==> src/rtl/fifo_pkg.sv <==
// fifo_pkg: shared defaults for the synchronous FIFO slice.
//   FIFO_DEPTH  default number of storage entries (power of two, >= 2)
//   FIFO_WIDTH  default data word width in bits
//   ptr_width() pointer width needed to address 'depth' entries
package fifo_pkg;

    localparam int unsigned FIFO_DEPTH = 8;
    localparam int unsigned FIFO_WIDTH = 8;

    function automatic int unsigned ptr_width(input int unsigned depth);
        return (depth > 1) ? $clog2(depth) : 1;
    endfunction

endpackage

==> src/rtl/sync_fifo_ctrl_if.sv <==
// sync_fifo_ctrl_if: request/response bundle of the synchronous FIFO.
//   wr_en_i, data_i     write request and write data
//   rd_en_i             read request
//   data_o, rd_valid_o  registered read data and its one-cycle valid flag
//   full_o, empty_o     occupancy flags
//   count_o             occupancy, 0..DEPTH
//   overflow_o          one-cycle pulse after a rejected write
//   underflow_o         one-cycle pulse after a rejected read
// master drives requests (user side); slave is the FIFO.
interface sync_fifo_ctrl_if
    import fifo_pkg::*;
#(
    parameter int unsigned WIDTH  = FIFO_WIDTH,
    parameter int unsigned ADDR_W = ptr_width(FIFO_DEPTH)
) ();

    logic              wr_en_i;
    logic [WIDTH-1:0]  data_i;
    logic              rd_en_i;
    logic [WIDTH-1:0]  data_o;
    logic              rd_valid_o;
    logic              full_o;
    logic              empty_o;
    logic [ADDR_W:0]   count_o;
    logic              overflow_o;
    logic              underflow_o;

    modport master (
        output wr_en_i, data_i, rd_en_i,
        input  data_o, rd_valid_o, full_o, empty_o, count_o, overflow_o, underflow_o
    );

    modport slave (
        input  wr_en_i, data_i, rd_en_i,
        output data_o, rd_valid_o, full_o, empty_o, count_o, overflow_o, underflow_o
    );

endinterface

==> src/rtl/fifo_mem.sv <==
// fifo_mem: FIFO storage array.
//   clk                         single clock, rising edge
//   rst_i                       synchronous active-high reset (read register only)
//   wr_en_i/wr_addr_i/wr_data_i write port
//   rd_en_i/rd_addr_i           read port request
//   rd_data_o                   registered read data; holds when rd_en_i=0
module fifo_mem
    import fifo_pkg::*;
#(
    parameter int unsigned DEPTH  = FIFO_DEPTH,
    parameter int unsigned WIDTH  = FIFO_WIDTH,
    parameter int unsigned ADDR_W = ptr_width(DEPTH)
) (
    input  logic              clk,
    input  logic              rst_i,
    input  logic              wr_en_i,
    input  logic [ADDR_W-1:0] wr_addr_i,
    input  logic [WIDTH-1:0]  wr_data_i,
    input  logic              rd_en_i,
    input  logic [ADDR_W-1:0] rd_addr_i,
    output logic [WIDTH-1:0]  rd_data_o
);

    logic [WIDTH-1:0] mem_q [DEPTH];
    logic [WIDTH-1:0] rd_data_q;

    // Array contents are never reset; the controller's pointers define what is live.
    always_ff @(posedge clk) begin
        if (wr_en_i) begin
            mem_q[wr_addr_i] <= wr_data_i;
        end
    end

    always_ff @(posedge clk) begin
        if (rst_i) begin
            rd_data_q <= '0;
        end else if (rd_en_i) begin
            rd_data_q <= mem_q[rd_addr_i];
        end
    end

    assign rd_data_o = rd_data_q;

endmodule

==> src/rtl/sync_fifo_ctrl.sv <==
// sync_fifo_ctrl: synchronous FIFO controller with one-cycle registered reads.
//   clk    single clock, rising edge
//   rst_i  synchronous active-high reset; drops requests in the same cycle
//   bus    sync_fifo_ctrl_if.slave: write/read requests, read data + valid,
//          full/empty/count flags, overflow/underflow pulses
// Holds the read/write pointers, the occupancy counter, the flags and the
// fifo_mem storage instance.
module sync_fifo_ctrl
    import fifo_pkg::*;
#(
    parameter int unsigned DEPTH  = FIFO_DEPTH,
    parameter int unsigned WIDTH  = FIFO_WIDTH,
    parameter int unsigned ADDR_W = ptr_width(DEPTH)
) (
    input  logic           clk,
    input  logic           rst_i,
    sync_fifo_ctrl_if.slave bus
);

    localparam logic [ADDR_W:0] DEPTH_CNT = (ADDR_W + 1)'(DEPTH);

    logic [ADDR_W-1:0] wr_ptr_q, wr_ptr_d;
    logic [ADDR_W-1:0] rd_ptr_q, rd_ptr_d;
    logic [ADDR_W:0]   count_q, count_d;
    logic              rd_valid_q;
    logic              overflow_q;
    logic              underflow_q;
    logic              full;
    logic              empty;
    logic              wr_acc;
    logic              rd_acc;
    logic [WIDTH-1:0]  rd_data;

    // Flags come straight from the registered count, so they track count_o exactly.
    always_comb begin
        full     = (count_q == DEPTH_CNT);
        empty    = (count_q == '0);
        wr_acc   = bus.wr_en_i && !full  && !rst_i;
        rd_acc   = bus.rd_en_i && !empty && !rst_i;
        wr_ptr_d = wr_ptr_q;
        rd_ptr_d = rd_ptr_q;
        count_d  = count_q;
        // Pointers are exactly ADDR_W bits, so the +1 wraps DEPTH-1 -> 0 for free.
        if (wr_acc) begin
            wr_ptr_d = wr_ptr_q + 1'b1;
        end
        if (rd_acc) begin
            rd_ptr_d = rd_ptr_q + 1'b1;
        end
        unique case ({wr_acc, rd_acc})
            2'b10:   count_d = count_q + 1'b1;
            2'b01:   count_d = count_q - 1'b1;
            default: count_d = count_q;
        endcase
    end

    always_ff @(posedge clk) begin
        if (rst_i) begin
            wr_ptr_q    <= '0;
            rd_ptr_q    <= '0;
            count_q     <= '0;
            rd_valid_q  <= 1'b0;
            overflow_q  <= 1'b0;
            underflow_q <= 1'b0;
        end else begin
            wr_ptr_q    <= wr_ptr_d;
            rd_ptr_q    <= rd_ptr_d;
            count_q     <= count_d;
            rd_valid_q  <= rd_acc;
            overflow_q  <= bus.wr_en_i && full;
            underflow_q <= bus.rd_en_i && empty;
        end
    end

    fifo_mem #(
        .DEPTH  (DEPTH),
        .WIDTH  (WIDTH),
        .ADDR_W (ADDR_W)
    ) u_mem (
        .clk       (clk),
        .rst_i     (rst_i),
        .wr_en_i   (wr_acc),
        .wr_addr_i (wr_ptr_q),
        .wr_data_i (bus.data_i),
        .rd_en_i   (rd_acc),
        .rd_addr_i (rd_ptr_q),
        .rd_data_o (rd_data)
    );

    assign bus.data_o      = rd_data;
    assign bus.rd_valid_o  = rd_valid_q;
    assign bus.full_o      = full;
    assign bus.empty_o     = empty;
    assign bus.count_o     = count_q;
    assign bus.overflow_o  = overflow_q;
    assign bus.underflow_o = underflow_q;

endmodule

==> src/flat_wrapper.sv <==
// flat-port wrapper written by rule: the top's interface ports become plain ports
module sync_fifo_ctrl_flat import fifo_pkg::*;
#(
    parameter int unsigned DEPTH  = FIFO_DEPTH,
    parameter int unsigned WIDTH  = FIFO_WIDTH,
    parameter int unsigned ADDR_W = ptr_width(DEPTH)
)
  (clk, rst_i, bus_wr_en_i, bus_data_i, bus_rd_en_i, bus_data_o, bus_rd_valid_o, bus_full_o, bus_empty_o, bus_count_o, bus_overflow_o, bus_underflow_o);
  sync_fifo_ctrl_if #(.WIDTH(WIDTH), .ADDR_W(ADDR_W)) bus_i ();
  input  logic clk;
  input  logic rst_i;
  input wire logic [$bits(bus_i.wr_en_i)-1:0] bus_wr_en_i;
  input wire logic [$bits(bus_i.data_i)-1:0] bus_data_i;
  input wire logic [$bits(bus_i.rd_en_i)-1:0] bus_rd_en_i;
  output wire logic [$bits(bus_i.data_o)-1:0] bus_data_o;
  output wire logic [$bits(bus_i.rd_valid_o)-1:0] bus_rd_valid_o;
  output wire logic [$bits(bus_i.full_o)-1:0] bus_full_o;
  output wire logic [$bits(bus_i.empty_o)-1:0] bus_empty_o;
  output wire logic [$bits(bus_i.count_o)-1:0] bus_count_o;
  output wire logic [$bits(bus_i.overflow_o)-1:0] bus_overflow_o;
  output wire logic [$bits(bus_i.underflow_o)-1:0] bus_underflow_o;
  assign bus_i.wr_en_i = bus_wr_en_i;
  assign bus_i.data_i = bus_data_i;
  assign bus_i.rd_en_i = bus_rd_en_i;
  assign bus_data_o = bus_i.data_o;
  assign bus_rd_valid_o = bus_i.rd_valid_o;
  assign bus_full_o = bus_i.full_o;
  assign bus_empty_o = bus_i.empty_o;
  assign bus_count_o = bus_i.count_o;
  assign bus_overflow_o = bus_i.overflow_o;
  assign bus_underflow_o = bus_i.underflow_o;
  sync_fifo_ctrl #(.DEPTH(DEPTH), .WIDTH(WIDTH), .ADDR_W(ADDR_W)) u_core (.clk(clk), .rst_i(rst_i), .bus(bus_i));
endmodule
==> config.mk <==
export PLATFORM = sky130hd
export DESIGN_NAME = sync_fifo_ctrl_flat
export DESIGN_NICKNAME = d
export VERILOG_FILES = /design/src/rtl/fifo_pkg.sv /design/src/rtl/sync_fifo_ctrl_if.sv /design/src/rtl/fifo_mem.sv /design/src/rtl/sync_fifo_ctrl.sv /design/src/flat_wrapper.sv
export SDC_FILE = /design/constraint.sdc
export NUM_CORES = 1
export LEC_CHECK = 0
export ABC_AREA = 1
export BUFFER_PORTS_ARGS = -buffer_cell sky130_fd_sc_hd__buf_2
export CAP_MARGIN = 10
export CORE_ASPECT_RATIO = 0.6
export CORE_MARGIN = 2
export CORE_UTILIZATION = 59
export DETAILED_ROUTE_END_ITERATION = 10
export PLACE_DENSITY = 0.79
export SYNTH_ARGS = -nofsm -noshare
export SYNTH_HDL_FRONTEND = slang
export SYNTH_SLANG_ARGS = --single-unit
==> constraint.sdc <==
create_clock -name clk -period 2.46 [get_ports clk]
set_input_delay 0.246 -clock clk [delete_from_list [all_inputs] [get_ports clk]]
set_output_delay 0.246 -clock clk [all_outputs]
set_load 0.03 [all_outputs]
==> results of run 1 <==
## layout by cell type, fill, tap and decap left out, types with 4 or more instances in the layout
| master | instances |
|---|---|
| edfxtp_1 | 64 |
| buf_4 | 15 |
| nor3_1 | 4 |
| inv_1 | 62 |
| nor2_1 | 14 |
| buf_2 | 28 |
| clkbuf_1 | 4 |
| nand3_1 | 51 |
| nand2_1 | 104 |
| ha_1 | 5 |
| dfxtp_1 | 21 |
| clkbuf_8 | 9 |
| a21oi_1 | 16 |
| o21ai_0 | 7 |
## metrics by stage
stage	area (um^2)	setup WS (ns)	utilization, %
2_1_floorplan	3710	0.340	-
3_3_place_gp	3970	0.446	65.0
3_5_place_dp	3970	0.321	65.0
4_1_cts	4140	0.358	67.8
5_1_grt	4140	0.113	67.8
6_report	4140	0.309	67.8
## registers in the layout, summed over array words and instances (netlist names)
name                    cells
u_core.rd_ptr_q             3
u_core.bus.underflow_o      1
u_core.bus.overflow_o       1
u_core.u_mem.mem_q         64
u_core.wr_ptr_q             3
u_core.bus.count_o          4
u_core.u_mem.rd_data_o      8
u_core.bus.rd_valid_o       1
## final cells by class
type,count,area (um^2),area share (%)
well taps,84,105,2.54
clock inverters,2,8.76,0.211
inverters,67,254,6.13
flip-flops and latches,85,2340,56.5
repair buffers,43,253,6.10
multi-input cells,213,1020,24.5
clock buffers,14,164,3.96
## power breakdown
group / internal (mW) / leakage (nW) / switching (mW) / total (mW)
Combinational: 0.216 / 1.01 / 0.506 / 0.722
Clock: 0.425 / 0.0872 / 0.451 / 0.876
Sequential: 1.61 / 0.749 / 0.0601 / 1.67
## cell families after synthesis
family          share of synthesized area, %
fa+ha+maj                               1.68
buf+inv                                 9.53
flops                                   63.1
compound gates                          3.10
xor+xnor                               0.944
simple gates                            21.7
## critical path, cell delays in order (launching register included)
cell	delay [ns]
dfxtp_1	0.45
nor2_2	0.09
nand3_2	0.10
inv_2	0.08
nor2_8	0.19
ha_1	0.26
nand2_1	0.07
inv_1	0.08
nor2_1	0.06
ha_1	0.18
a21oi_1	0.17
xnor2_1	0.09
o21ai_0	0.17
inv_1	0.06
## per-layer routing
metal,vias up,global-route usage [%]
met2,111,37.5
met5,-,0
met4,0,9.74
met1,1208,34.5
li1,1298,-
met3,13,5.36
## worst max path at each step
stage | startpoint | end | slack, ns | cells after the start
6_report | u_core.bus.count_o[0]$_SDFFE_PP0P_ | u_core.bus.count_o[2]$_SDFFE_PP0P_ | 0.31 | 13
5_1_grt | u_core.bus.count_o[0]$_SDFFE_PP0P_ | u_core.bus.count_o[2]$_SDFFE_PP0P_ | 0.11 | 13
4_1_cts | u_core.bus.count_o[0]$_SDFFE_PP0P_ | u_core.bus.count_o[2]$_SDFFE_PP0P_ | 0.36 | 13
3_5_place_dp | rst_i | u_core.bus.count_o[2]$_SDFFE_PP0P_ | 0.32 | 13
3_3_place_gp | rst_i | u_core.bus.count_o[2]$_SDFFE_PP0P_ | 0.45 | 13
2_1_floorplan | u_core.bus.count_o[2]$_SDFFE_PP0P_ | u_core.bus.count_o[2]$_SDFFE_PP0P_ | 0.34 | 13
==> out/metrics.yaml, run 1 <==
outcome:
  outcome: "finished clean"
cells_and_area:
  fin_nets: 436
  drive_above_1_share_pct: 15.3
  fin_cells: 508
  syn2layout_area_growth_pct: 11.6
  antenna_cells: 0
  fillers: 499
worst_hold_path:
  hp-class: "in -> reg"
  holdPathStages: 1
  holdPathEnd: "u_core.u_mem.mem_q[2][4]$_DFFE_PP_"
  worstHoldStart: "bus_data_i[4]"
synthesis:
  synth_top_area_share_pct: 51.8
  netlist_area_mm2: 0.00371
  synth_top_area_cell: "edfxtp_1"
  yosys-top-cells-area: "edfxtp_1 (52%), dfxtp_1 (11%), nand2_1 (11%)"
  synth_seq_cells: 85
  syn_nets: 396
  ys_types: 25
  seq_area_frac_synth_pct: 63.1
  syn_avg_cell_area_um2: 9.80
  yosysWarnings: 0
  synthTopCellsByCount: "nand2_1 (104), edfxtp_1 (64), inv_1 (62), nand3_1 (51), dfxtp_1 (21)"
  yosysMostFrequentCell: "nand2_1"
  synthArstFlopShare_pct: 0
  synth-edff-count: 64
  ys.flop_type: "edfxtp_1"
  synthCells: 379
sta:
  skew_ns: 0.00681
  fin_tns_setup_ns: 0
  setup_violations: 0
  fmax_mhz: 465
  maxSlewHeadroom_pct: 50.4
  period_needed_ns: 2.15
  slew_viol_final: 0
  grt_setup_unrepaired: "no"
  hold_ws_ns: 0.171
  finalCritPeriodShare_pct: 87.4
  worst_pin_slew_ns: 0.738
  finalHoldViolCount: 0
worst_setup_path:
  reg2reg_to: "u_core.bus.count_o[2]$_SDFFE_PP0P_"
  reg2regPathDepth: 13
  worst_ep_required_time_ns: 2.70
  timing.rr.start: "u_core.bus.count_o[0]$_SDFFE_PP0P_"
  cp-end-kind: "flip-flop"
  start_kind: "flip-flop"
  r2r_setup_slack_ns: 0.31
  arrival_ns: 2.39
  path_class: "reg -> reg"
  cp_max_fo: 11
clock_network:
  cts.repair.resized: 0
  cts_root_buf: "clkbuf_8"
  cts_tree: "done"
  clock_latency_ns: 0.35
  numCtsBuffers: 9
  cts_max_path_buffers: 2
  cts_setup_buffers: 0
  clkTransAtPathRegs_ns: 0.07
  cts_sinks: 85
  htreeDepth: 3
  cts_hold_buffers: 0
die:
  top_level_ports: 29
  die_x_um: 106
  core_mm2: 0.00611
  dieArea_mm2: 0.00697
  fp.dieH_um: 65.5
  rows: 22
  start_util_pct: 60.8
detailed_routing:
  drtIter0Drc: 225
  vias: 2630
  post-route-drc-count: 0
  wl_met1_um: 3440
  final_antenna_net_count: 0
  dr_wl_met3_um: 660
  wl_met2_um: 3610
  totalWireLength_um: 7830
  vias_per_cell: 5.18
  highest_layer: "met4"
  wl_per_cell_um: 15.4
  drt_pass1_iterations: 5
pwr:
  finalPower_mw: 3.27
  power_density_mw_per_mm2: 789
  power.leakage_nw: 1.85
  peakVddDrop_mv: 0.457
global_route:
  grt_max_degree: 35
  grt_usage_pct: 24.5
  grt.overflow.total: 0
  grt_first_pass_wirelength_um: 12500
  grt_pass1_vias: 2463
  grt_antenna_before_repair: 0
placed_design:
  placed_cells: 492
  place_hpwl_um: 5250
  port_buffers: 28
  place.gp.congestion: 0.927
job:
  drv_cap: 0
Note: power is estimated with default switching activity, not from simulation.
==> run 2, diff against run 1 <==
==> constraint.sdc (replaced) <==
create_clock -name clk -period 2.46 [get_ports clk]
set_input_delay 0.123 -clock clk [delete_from_list [all_inputs] [get_ports clk]]
set_output_delay 0.123 -clock clk [all_outputs]
set_load 0.03 [all_outputs]
==> run 2 against run 1 <==
  * Core utilization rose by 0.45 points
  * Combinational power hardly changed
  * Routed wire length shrank 2.0%
  * Critical path type unchanged
  * Critical endpoint unchanged
  * Largest power group unchanged
  * Highest routed layer unchanged
==> out/metrics.yaml, run 2 (same netlist as run 1, synthesis figures left out) <==
worst_setup_path:
  path_class: "reg -> reg"
  worst_ep_required_time_ns: 2.71  # about the same
  cp_max_fo: 11  # unchanged
  cpMostUsedCell: "inv_1"
  reg2regPathDepth: 13  # unchanged
  cp-end-kind: "flip-flop"
  start_kind: "flip-flop"
  slowest_stage: "dfxtp_1"
  arrival_ns: 2.36  # -0.03 ns
  crit_chain: "inv_1, nand3_2, inv_2, nor2_8, ha_1, nand2_1, inv_1, nor2_1, ha_1, a21oi_1, xnor2_1, o21ai_0, inv_1"
  slowest_delay_ns: 0.39  # -0.06 ns
pwr:
  p_int_mw: 2.40  # +6.6%
  power_density_mw_per_mm2: 822  # +4.2%
  p_switching_mw: 1.03  # +1.0%
  seqPwrFrac_pct: 48.6  # -2.5 points
  combPwrFrac_pct: 21.0  # -1.1 points
  peakVddDrop_mv: 0.435  # -4.9%
  switching_share_pct: 30.0  # -1.1 points
  power.leakage_nw: 1.86  # +0.69%
  clkPwrFrac_pct: 30.4  # +3.6 points
die:
  dieArea_mm2: 0.00697  # unchanged
  rows: 22  # unchanged
  fp.dieH_um: 65.5  # unchanged
  die_x_um: 106  # unchanged
  top_level_ports: 29  # unchanged
  start_util_pct: 60.8  # unchanged
  core_mm2: 0.00611  # unchanged
worst_hold_path:
  hp-class: "in -> reg"
  holdPathStages: 1  # unchanged
global_route:
  grt_pass1_vias: 2507  # +1.8%
  grt_antenna_before_repair: 0  # unchanged
  grt_usage_pct: 23.6  # -0.85 points
  grt_first_pass_wirelength_um: 12000  # -3.8%
  grt_max_degree: 35  # unchanged
  grt.overflow.total: 0  # unchanged
job:
  drv_cap: 0  # unchanged
cells_and_area:
  syn2layout_area_growth_pct: 12.3
  fin_nets: 435  # -0.23%
  regMostFlops: "u_core.u_mem.mem_q"
  antenna_cells: 0  # unchanged
  layout_commonest_cell: "nand2_1"
  largest_reg_flops: 64  # unchanged
  drive_above_1_share_pct: 15.6  # +0.27 points
  final_cell_mix: "nand2_1 (104), edfxtp_1 (64), inv_1 (62), nand3_1 (51), buf_2 (28)"
detailed_routing:
  drtIter0Drc: 190  # -16%
  totalWireLength_um: 7670  # -2.0%
  drt_pass1_iterations: 5  # unchanged
  final_antenna_net_count: 0  # unchanged
  vias_per_cell: 5.25  # +1.4%
  post-route-drc-count: 0  # unchanged
  wl_per_cell_um: 15.1  # -1.8%
  vias: 2661  # +1.2%
clock_network:
  cts_setup_buffers: 0  # unchanged
  htreeDepth: 3  # unchanged
  cts_tree: "done"
  cts_sinks: 85  # unchanged
  clkTransAtPathRegs_ns: 0.08  # about the same
  cts_hold_buffers: 0  # unchanged
  cts_root_buf: "clkbuf_8"
  numCtsBuffers: 9  # unchanged
  clock_latency_ns: 0.35  # about the same
  cts.repair.resized: 0  # unchanged
  cts_max_path_buffers: 2  # unchanged
placed_design:
  port_buffers: 28  # unchanged
  place.gp.congestion: 0.848  # -8.5%
  pre_cts_ws_ns: 0.388  # +0.0677 ns
  place_hpwl_um: 5170  # -1.5%
sta:
  setup_violations: 0  # unchanged
  worst_pin_slew_ns: 0.486  # -0.252 ns
  finalHoldViolCount: 0  # unchanged
  layout_setup_ws_ns: 0.352  # +0.0425 ns
  fmax_mhz: 474  # +2.0%
  finalCritPeriodShare_pct: 85.7  # -1.7 points
  slew_viol_final: 0  # unchanged
  grt_setup_unrepaired: "no"
  skew_ns: 0.00663  # -0.000177 ns
  maxSlewHeadroom_pct: 67.5  # +17 points
  period_needed_ns: 2.11  # -0.0425 ns
  fin_tns_setup_ns: 0  # unchanged
outcome:
  outcome: "finished clean"
## run 2: cell count changes in the layout (fill, tap and decap cells not counted)
cell,before,now
clkinv_1,2,1
inv_4,1,3
bufinv_16,0,2
clkbuf_16,1,0
buf_4,15,14
clkbuf_1,4,3
clkinv_2,1,0
## run 2: final timing paths
path                                                from                                      to  slack (ns)
hold / removal                             bus_data_i[4]      u_core.u_mem.mem_q[3][4]$_DFFE_PP_        0.03
setup / recovery      u_core.bus.count_o[2]$_SDFFE_PP0P_      u_core.bus.count_o[2]$_SDFFE_PP0P_        0.35
setup reg to reg      u_core.bus.count_o[2]$_SDFFE_PP0P_      u_core.bus.count_o[2]$_SDFFE_PP0P_        0.35
hold reg to reg   u_core.u_mem.rd_data_o[5]$_SDFFE_PP0P_  u_core.u_mem.rd_data_o[5]$_SDFFE_PP0P_        0.47
## run 2: layout make-up
class                           count  area (um^2)
Clock buffer                       12          135
Fill cell                         459         1940
Timing Repair Buffer               42          245
Multi-Input combinational cell    213         1020
Clock inverter                      4         72.6
Sequential cell                    85         2340
Tap cell                           84          105
Inverter                           67          254
## run 2: worst max-delay path: cells and delay by family (launching register included)
kind            cells  cell delay [ns]
compound gates      2             0.30
xor+xnor            1             0.09
fa+ha+maj           2             0.43
buf+inv             4             0.32
flops               1             0.39
simple gates        4             0.45
## run 2: power groups by stage
| stage | registers, mW | logic, mW | clock network, mW |
|---|---|---|---|
| floorplan | 1.77 | 0.463 | 0 |
| global placement | 1.69 | 0.693 | 0 |
| detailed placement | 1.70 | 0.716 | 0 |
| CTS | 1.67 | 0.719 | 1.05 |
| global route | 1.68 | 0.786 | 1.11 |
| finish | 1.67 | 0.721 | 1.04 |
## run 2: per-stage QoR
step / cells / hold WS (ns) / total power [mW] / instance area [um^2] / utilization [%]
2_1_floorplan: 379 / 0.222 / 2.23 / 3710 / -
3_3_place_gp: 491 / 0.390 / 2.39 / 3960 / 64.9
3_5_place_dp: 491 / 0.403 / 2.41 / 3960 / 64.9
4_1_cts: 507 / 0.0263 / 3.44 / 4170 / 68.3
5_1_grt: 507 / 0.0278 / 3.57 / 4170 / 68.3
6_report: 507 / 0.0322 / 3.43 / 4170 / 68.3
## run 2: layer usage
metal,global-route usage [%],wire [um],up-vias
li1,-,-,1300
met1,30.3,3210,1227
met2,38.5,3570,117
met3,6.25,777,17
met4,10.2,112,0
met5,0,0,-
